===== src/rtl/mmio_fabric.sv =====
// mmio_fabric: single-master MMIO fabric that routes each request to one of
// N_SLV slave regions. The region is selected by m_addr[31:28].
// Each transaction runs IDLE -> ISSUE -> (WAIT) -> RESP and gives exactly one
// m_available pulse.
// Unmapped requests and simultaneous read+write requests get an immediate
// error response.
// Optional feature: define MMIO_FABRIC_TIMEOUT_EN to add a WAIT-state timeout
// that aborts a transaction after TIMEOUT cycles without s_ready.
module mmio_fabric #(
  parameter int N_SLV   = 4,
  parameter int TIMEOUT = 255
) (
  input  logic                 clk,
  input  logic                 rst_n,
  input  logic                 m_rd_en,
  input  logic                 m_wr_en,
  input  logic [31:0]          m_addr,
  input  logic [31:0]          m_wr_data,
  input  logic [3:0]           m_ctrl,
  output logic [31:0]          m_rd_data,
  output logic                 m_available,
  output logic                 m_err,
  output logic [N_SLV-1:0]     s_rd_en,
  output logic [N_SLV-1:0]     s_wr_en,
  output logic [31:0]          s_addr,
  output logic [31:0]          s_wr_data,
  output logic [3:0]           s_ctrl,
  input  logic [N_SLV*32-1:0]  s_rd_data,
  input  logic [N_SLV-1:0]     s_ready,
  output logic [7:0]           err_count
);

  localparam int IDX_W = (N_SLV > 1) ? $clog2(N_SLV) : 1;

  typedef enum logic [1:0] {IDLE, ISSUE, WAIT, RESP} state_t;

  state_t             state_q, state_d;
  logic [IDX_W-1:0]   tgt_q, tgt_d;
  logic               is_wr_q, is_wr_d;

  logic [31:0]        m_rd_data_d;
  logic               m_available_d;
  logic               m_err_d;
  logic [N_SLV-1:0]   s_rd_en_d;
  logic [N_SLV-1:0]   s_wr_en_d;
  logic [31:0]        s_addr_d;
  logic [31:0]        s_wr_data_d;
  logic [3:0]         s_ctrl_d;
  logic [7:0]         err_count_d;

  logic               req_any;
  logic               req_dual;
  logic               req_mapped;
  logic [IDX_W-1:0]   req_idx;
  logic               tgt_ready;
  logic [31:0]        tgt_data;
  logic               resp_go;
  logic               resp_err;
  logic [31:0]        resp_data;

`ifdef MMIO_FABRIC_TIMEOUT_EN
  localparam logic [15:0] TMO_LIMIT = 16'(TIMEOUT);
  logic [15:0]        tmo_q, tmo_d;
`endif

  // Error counter saturates instead of wrapping so a flood of errors stays visible.
  function automatic logic [7:0] sat_inc8(input logic [7:0] v);
    return (v == 8'hFF) ? v : v + 8'd1;
  endfunction

  assign req_any    = m_rd_en | m_wr_en;
  assign req_dual   = m_rd_en & m_wr_en;
  assign req_mapped = (int'(m_addr[31:28]) < N_SLV);
  assign req_idx    = m_addr[28 +: IDX_W];
  assign tgt_ready  = s_ready[tgt_q];
  assign tgt_data   = s_rd_data[32*int'(tgt_q) +: 32];

  // Next-state and next-output logic. The outputs are registered, so every
  // strobe and response value is computed one state ahead.
  always_comb begin
    state_d       = state_q;
    tgt_d         = tgt_q;
    is_wr_d       = is_wr_q;
    m_rd_data_d   = m_rd_data;
    m_available_d = 1'b0;
    m_err_d       = 1'b0;
    s_rd_en_d     = '0;
    s_wr_en_d     = '0;
    s_addr_d      = s_addr;
    s_wr_data_d   = s_wr_data;
    s_ctrl_d      = s_ctrl;
    err_count_d   = err_count;
    resp_go       = 1'b0;
    resp_err      = 1'b0;
    resp_data     = '0;
`ifdef MMIO_FABRIC_TIMEOUT_EN
    tmo_d         = tmo_q;
`endif

    case (state_q)
      IDLE: begin
        if (req_any) begin
          s_addr_d    = m_addr;
          s_wr_data_d = m_wr_data;
          s_ctrl_d    = m_ctrl;
          tgt_d       = req_idx;
          is_wr_d     = m_wr_en;
          if (req_dual || !req_mapped) begin
            // Ambiguous or unmapped requests never reach a slave.
            resp_go  = 1'b1;
            resp_err = 1'b1;
          end else begin
            state_d            = ISSUE;
            s_rd_en_d[req_idx] = m_rd_en;
            s_wr_en_d[req_idx] = m_wr_en;
          end
        end
      end

      ISSUE: begin
`ifdef MMIO_FABRIC_TIMEOUT_EN
        tmo_d = '0;
`endif
        if (tgt_ready) begin
          resp_go   = 1'b1;
          resp_data = is_wr_q ? 32'h0 : tgt_data;
        end else begin
          state_d = WAIT;
        end
      end

      WAIT: begin
        // A ready arriving in the last allowed cycle takes priority over the timeout.
        if (tgt_ready) begin
          resp_go   = 1'b1;
          resp_data = is_wr_q ? 32'h0 : tgt_data;
        end
`ifdef MMIO_FABRIC_TIMEOUT_EN
        else begin
          tmo_d = tmo_q + 16'd1;
          if (tmo_d == TMO_LIMIT) begin
            resp_go  = 1'b1;
            resp_err = 1'b1;
          end
        end
`endif
      end

      RESP: begin
        state_d = IDLE;
      end

      default: begin
        state_d = IDLE;
      end
    endcase

    if (resp_go) begin
      state_d       = RESP;
      m_available_d = 1'b1;
      m_err_d       = resp_err;
      m_rd_data_d   = resp_data;
      if (resp_err) begin
        err_count_d = sat_inc8(err_count);
      end
    end
  end

  // State register and registered outputs; the asynchronous reset abandons any
  // in-flight transaction.
  always_ff @(posedge clk or negedge rst_n) begin
    if (!rst_n) begin
      state_q     <= IDLE;
      tgt_q       <= '0;
      is_wr_q     <= 1'b0;
      m_rd_data   <= '0;
      m_available <= 1'b0;
      m_err       <= 1'b0;
      s_rd_en     <= '0;
      s_wr_en     <= '0;
      s_addr      <= '0;
      s_wr_data   <= '0;
      s_ctrl      <= '0;
      err_count   <= '0;
    end else begin
      state_q     <= state_d;
      tgt_q       <= tgt_d;
      is_wr_q     <= is_wr_d;
      m_rd_data   <= m_rd_data_d;
      m_available <= m_available_d;
      m_err       <= m_err_d;
      s_rd_en     <= s_rd_en_d;
      s_wr_en     <= s_wr_en_d;
      s_addr      <= s_addr_d;
      s_wr_data   <= s_wr_data_d;
      s_ctrl      <= s_ctrl_d;
      err_count   <= err_count_d;
    end
  end

`ifdef MMIO_FABRIC_TIMEOUT_EN
  // WAIT-cycle counter: cleared in ISSUE and advanced on each WAIT cycle without ready.
  always_ff @(posedge clk or negedge rst_n) begin
    if (!rst_n) begin
      tmo_q <= '0;
    end else begin
      tmo_q <= tmo_d;
    end
  end
`endif

endmodule


===== config.mk =====
export PLATFORM = sky130hd
export DESIGN_NAME = mmio_fabric
export DESIGN_NICKNAME = d
export VERILOG_FILES = /design/src/rtl/mmio_fabric.sv
export SDC_FILE = /design/constraint.sdc
export NUM_CORES = 1
export LEC_CHECK = 0
export ABC_AREA = 1
export CAP_MARGIN = 20
export CORE_AREA = 2 2 124 126
export DETAILED_ROUTE_END_ITERATION = 6
export DIE_AREA = 0 0 126 128
export PLACE_DENSITY_LB_ADDON = 0.2
export SLEW_MARGIN = 20
export SYNTH_ARGS = -nofsm -noshare
export SYNTH_HDL_FRONTEND = slang
export SYNTH_SLANG_ARGS = --single-unit

===== constraint.sdc =====
create_clock -name clk -period 2.52 [get_ports clk]
set_clock_uncertainty 0.15 [all_clocks]
set_input_delay 0.756 -clock clk [delete_from_list [all_inputs] [get_ports clk]]
set_output_delay 0.756 -clock clk [all_outputs]
set_load 0.02 [all_outputs]

==> flow_metrics.env <==
export IMPL_cts_buffers=17
export IMPL_crit_arrival_ns=1.46
export IMPL_die_w_um=126
export IMPL_syn_area_sq_mm=0.00564
export IMPL_max_slew_margin_pct=71.0
export IMPL_drc_errors=0
export IMPL_grt_pass1_vias=5571
export IMPL_rsz0062_at_grt="false"
export IMPL_cts_resized=0
export IMPL_fp_row_count=45
export IMPL_cts_sinks=121
export IMPL_crit_family="buffers and inverters"
export IMPL_finalCritPeriodShare_pct=93.7
export IMPL_end_kind="primary output"
export IMPL_start_util_pct=37.9
export IMPL_grt_busiest_layer="met2"
export IMPL_pin_count=322
export IMPL_dpl_hpwl_um=13800
export IMPL_clock_latency_ns=0.40
export IMPL_grt_first_pass_wirelength_um=27700
export IMPL_yosysUniqueCellTypes=25
export IMPL_yosysSeqAreaShare_pct=53.7
export IMPL_area_delta_synth_final_pct=72.3
export IMPL_cts_path_max_buffers=2
export IMPL_tns_ns=0
export IMPL_r2r_start="s_addr[29]"
export IMPL_grt_max_degree=51
export IMPL_via_per_inst=4.94
export IMPL_path_buf_inv=1
export IMPL_power_leakage_uw=0.00403
export IMPL_grt_use_total_pct=21.9
export IMPL_cts_setup_buffers=0
export IMPL_postRouteAntennaNets=0
export IMPL_drt_wl_total_um=17500
export IMPL_critPathRequiredTime_ns=1.61
export IMPL_ys_warn_count=0
export IMPL_antenna_found_initial=0
export IMPL_drv_slew=0
export IMPL_synth_net_count=794
export IMPL_drive_above_1_share_pct=13.3
export IMPL_die_height_um=128
export IMPL_grt_util_met2_pct=40.9
export IMPL_fmax_mhz=423
export IMPL_reg2reg_depth=8
export IMPL_p_per_area_mw_per_mm2=1250
export IMPL_vias=5460
export IMPL_yosys_register_bits=121
export IMPL_nets=1115
export IMPL_critPathKind="reg -> out"
export IMPL_grt_util_met3_pct=7.72
export IMPL_drv_cap=0
export IMPL_htree_levels=4
export IMPL_synth_avg_cell_area_sq_um=9.62
export IMPL_place_gp_congestion=0.823
export IMPL_hold_worst_slack_ns=0.145
export IMPL_io_buffers=321
export IMPL_grt_overflow=0
export IMPL_drt_iter0_drc=136
export IMPL_status="complete, no violations"
export IMPL_clk_pin_slew_ns=0.05
export IMPL_tightest_slew_ns=0.435
export IMPL_cts_tree="built"
export IMPL_worstPathMaxFanout=2
export IMPL_final_common_cell="clkdlybuf4s50_1"
export IMPL_die_area_sq_mm=0.0161
export IMPL_finalHoldViolCount=0
export IMPL_coreArea_sq_mm=0.0149
export IMPL_timing_final_crit_period_ns=2.36
export IMPL_cts_root_buf="clkbuf_16"
export IMPL_layout_common_cells="320 x clkdlybuf4s50_1, 120 x dfrtp_1, 100 x nand2_1, 80 x nor2_1, 79 x o21ai_0"
export IMPL_r2r_end="m_rd_data[31]"
export IMPL_diodes=0
export IMPL_postCtsHoldBufs=0
export IMPL_critical_path_max_stage_delay_ns=0.67
export IMPL_crit_path_top_delay_cell="clkdlybuf4s50_1"
export IMPL_cp_start_kind="register"
export IMPL_met1_usage_pct=22.0
export IMPL_syn_instance_count=586
export IMPL_wire_per_inst_um=15.9
export IMPL_hold_class="in -> async"
export IMPL_r2r_slack_ns=0.61
export IMPL_setup_violations=0
export IMPL_drtPass1Iterations=4
export IMPL_vdd_drop_max_mv=0.598
export IMPL_cp_cell_sequence="clkdlybuf4s50_1"
synth_stat cells:
library cell	count	area share, %
a21oi_1	2	0.18
nor3_1	1	0.089
xor2_1	4	0.62
nand3_2	1	0.18
nor2_4	2	0.40
o22ai_1	32	3.6
xnor2_1	2	0.31
buf_4	2	0.27
nand2_2	4	0.44
nand3_1	14	1.2
dfrtp_1	121	54
inv_2	2	0.13
ha_1	4	0.89
buf_6	3	0.60
inv_1	15	1.0
nand2_4	1	0.20
o21ai_0	79	7.0
nand4_1	1	0.11
nand2_1	100	6.7
clkbuf_1	15	1.0
mux2_2	64	13
clkbuf_2	1	0.089
buf_2	16	1.4
o21ai_1	20	1.8
nor2_1	80	5.3
power breakdown:
part           switching, uW  leakage [uW]  internal [uW]
Clock                    782      0.000294           1650
Combinational           3400       0.00223           3070
Sequential               461       0.00151           2770
Total                   4650       0.00403           7490
final cells by class:
class                   instances  area, sq um
clock inverters                10          153
well taps                     188          235
inverters                      17         63.8
fillers                      1176         5150
flip-flops and latches        121         3030
clock buffers                  19          443
multi-input cells             411         2350
repair buffers                339         3430
registers in the layout, indices dropped and copies added (netlist names), 2 cells and up:
name,cells
s_wr_en,4
s_ctrl,4
state_q,2
s_addr,32
m_rd_data,32
s_wr_data,32
s_rd_en,4
err_count,8
stage by stage:
| stage | power, uW | setup slack [ns] | util (%) | std cells | instance area [sq um] |
|---|---|---|---|---|---|
| 2_1_floorplan | 6990 | 0.588 | - | 586 | 5640 |
| 3_3_place_gp | 9590 | 0.111 | 61.3 | 1076 | 9120 |
| 3_5_place_dp | 9780 | 0.0449 | 61.3 | 1076 | 9120 |
| 4_1_cts | 12300 | 0.131 | 65.3 | 1105 | 9710 |
| 5_1_grt | 12900 | 0.102 | 65.3 | 1105 | 9710 |
| 6_report | 12100 | 0.158 | 65.3 | 1105 | 9710 |
worst max-delay path by stage:
stage / slack [ns] / cells past startpoint / start / to
global placement: 0.11 / 9 / m_wr_en / m_rd_data[10]
finish: 0.16 / 1 / s_addr[29] / s_addr[29]
CTS: 0.13 / 1 / s_addr[29] / s_addr[29]
floorplan: 0.59 / 7 / m_wr_en / m_rd_data[14]
detailed placement: 0.04 / 8 / m_wr_en / m_rd_data[9]
global route: 0.10 / 1 / err_count[2] / err_count[2]
routing by layer:
metal | up-vias | wire length (um)
li1 | 2623 | -
met1 | 2564 | 6400
met2 | 235 | 9180
met3 | 38 | 1410
met4 | 0 | 530
met5 | - | 0
kinds of logic (layout without fill, tap and decap cells):
kind of cell | Yosys count | in the layout | share of synthesized area (%)
AO/OA/AOI/OAI | 133 | 133 | 12.5
flip-flops | 121 | 121 | 53.7
adder cells (fa/ha/maj) | 4 | 4 | 0.888
XOR/XNOR | 6 | 6 | 0.932
multiplexers | 64 | 64 | 12.8
AND/OR/NAND/NOR | 204 | 204 | 14.7
buffers and inverters | 54 | 385 | 4.51
No activity file was read; power rests on OpenSTA's default activity.
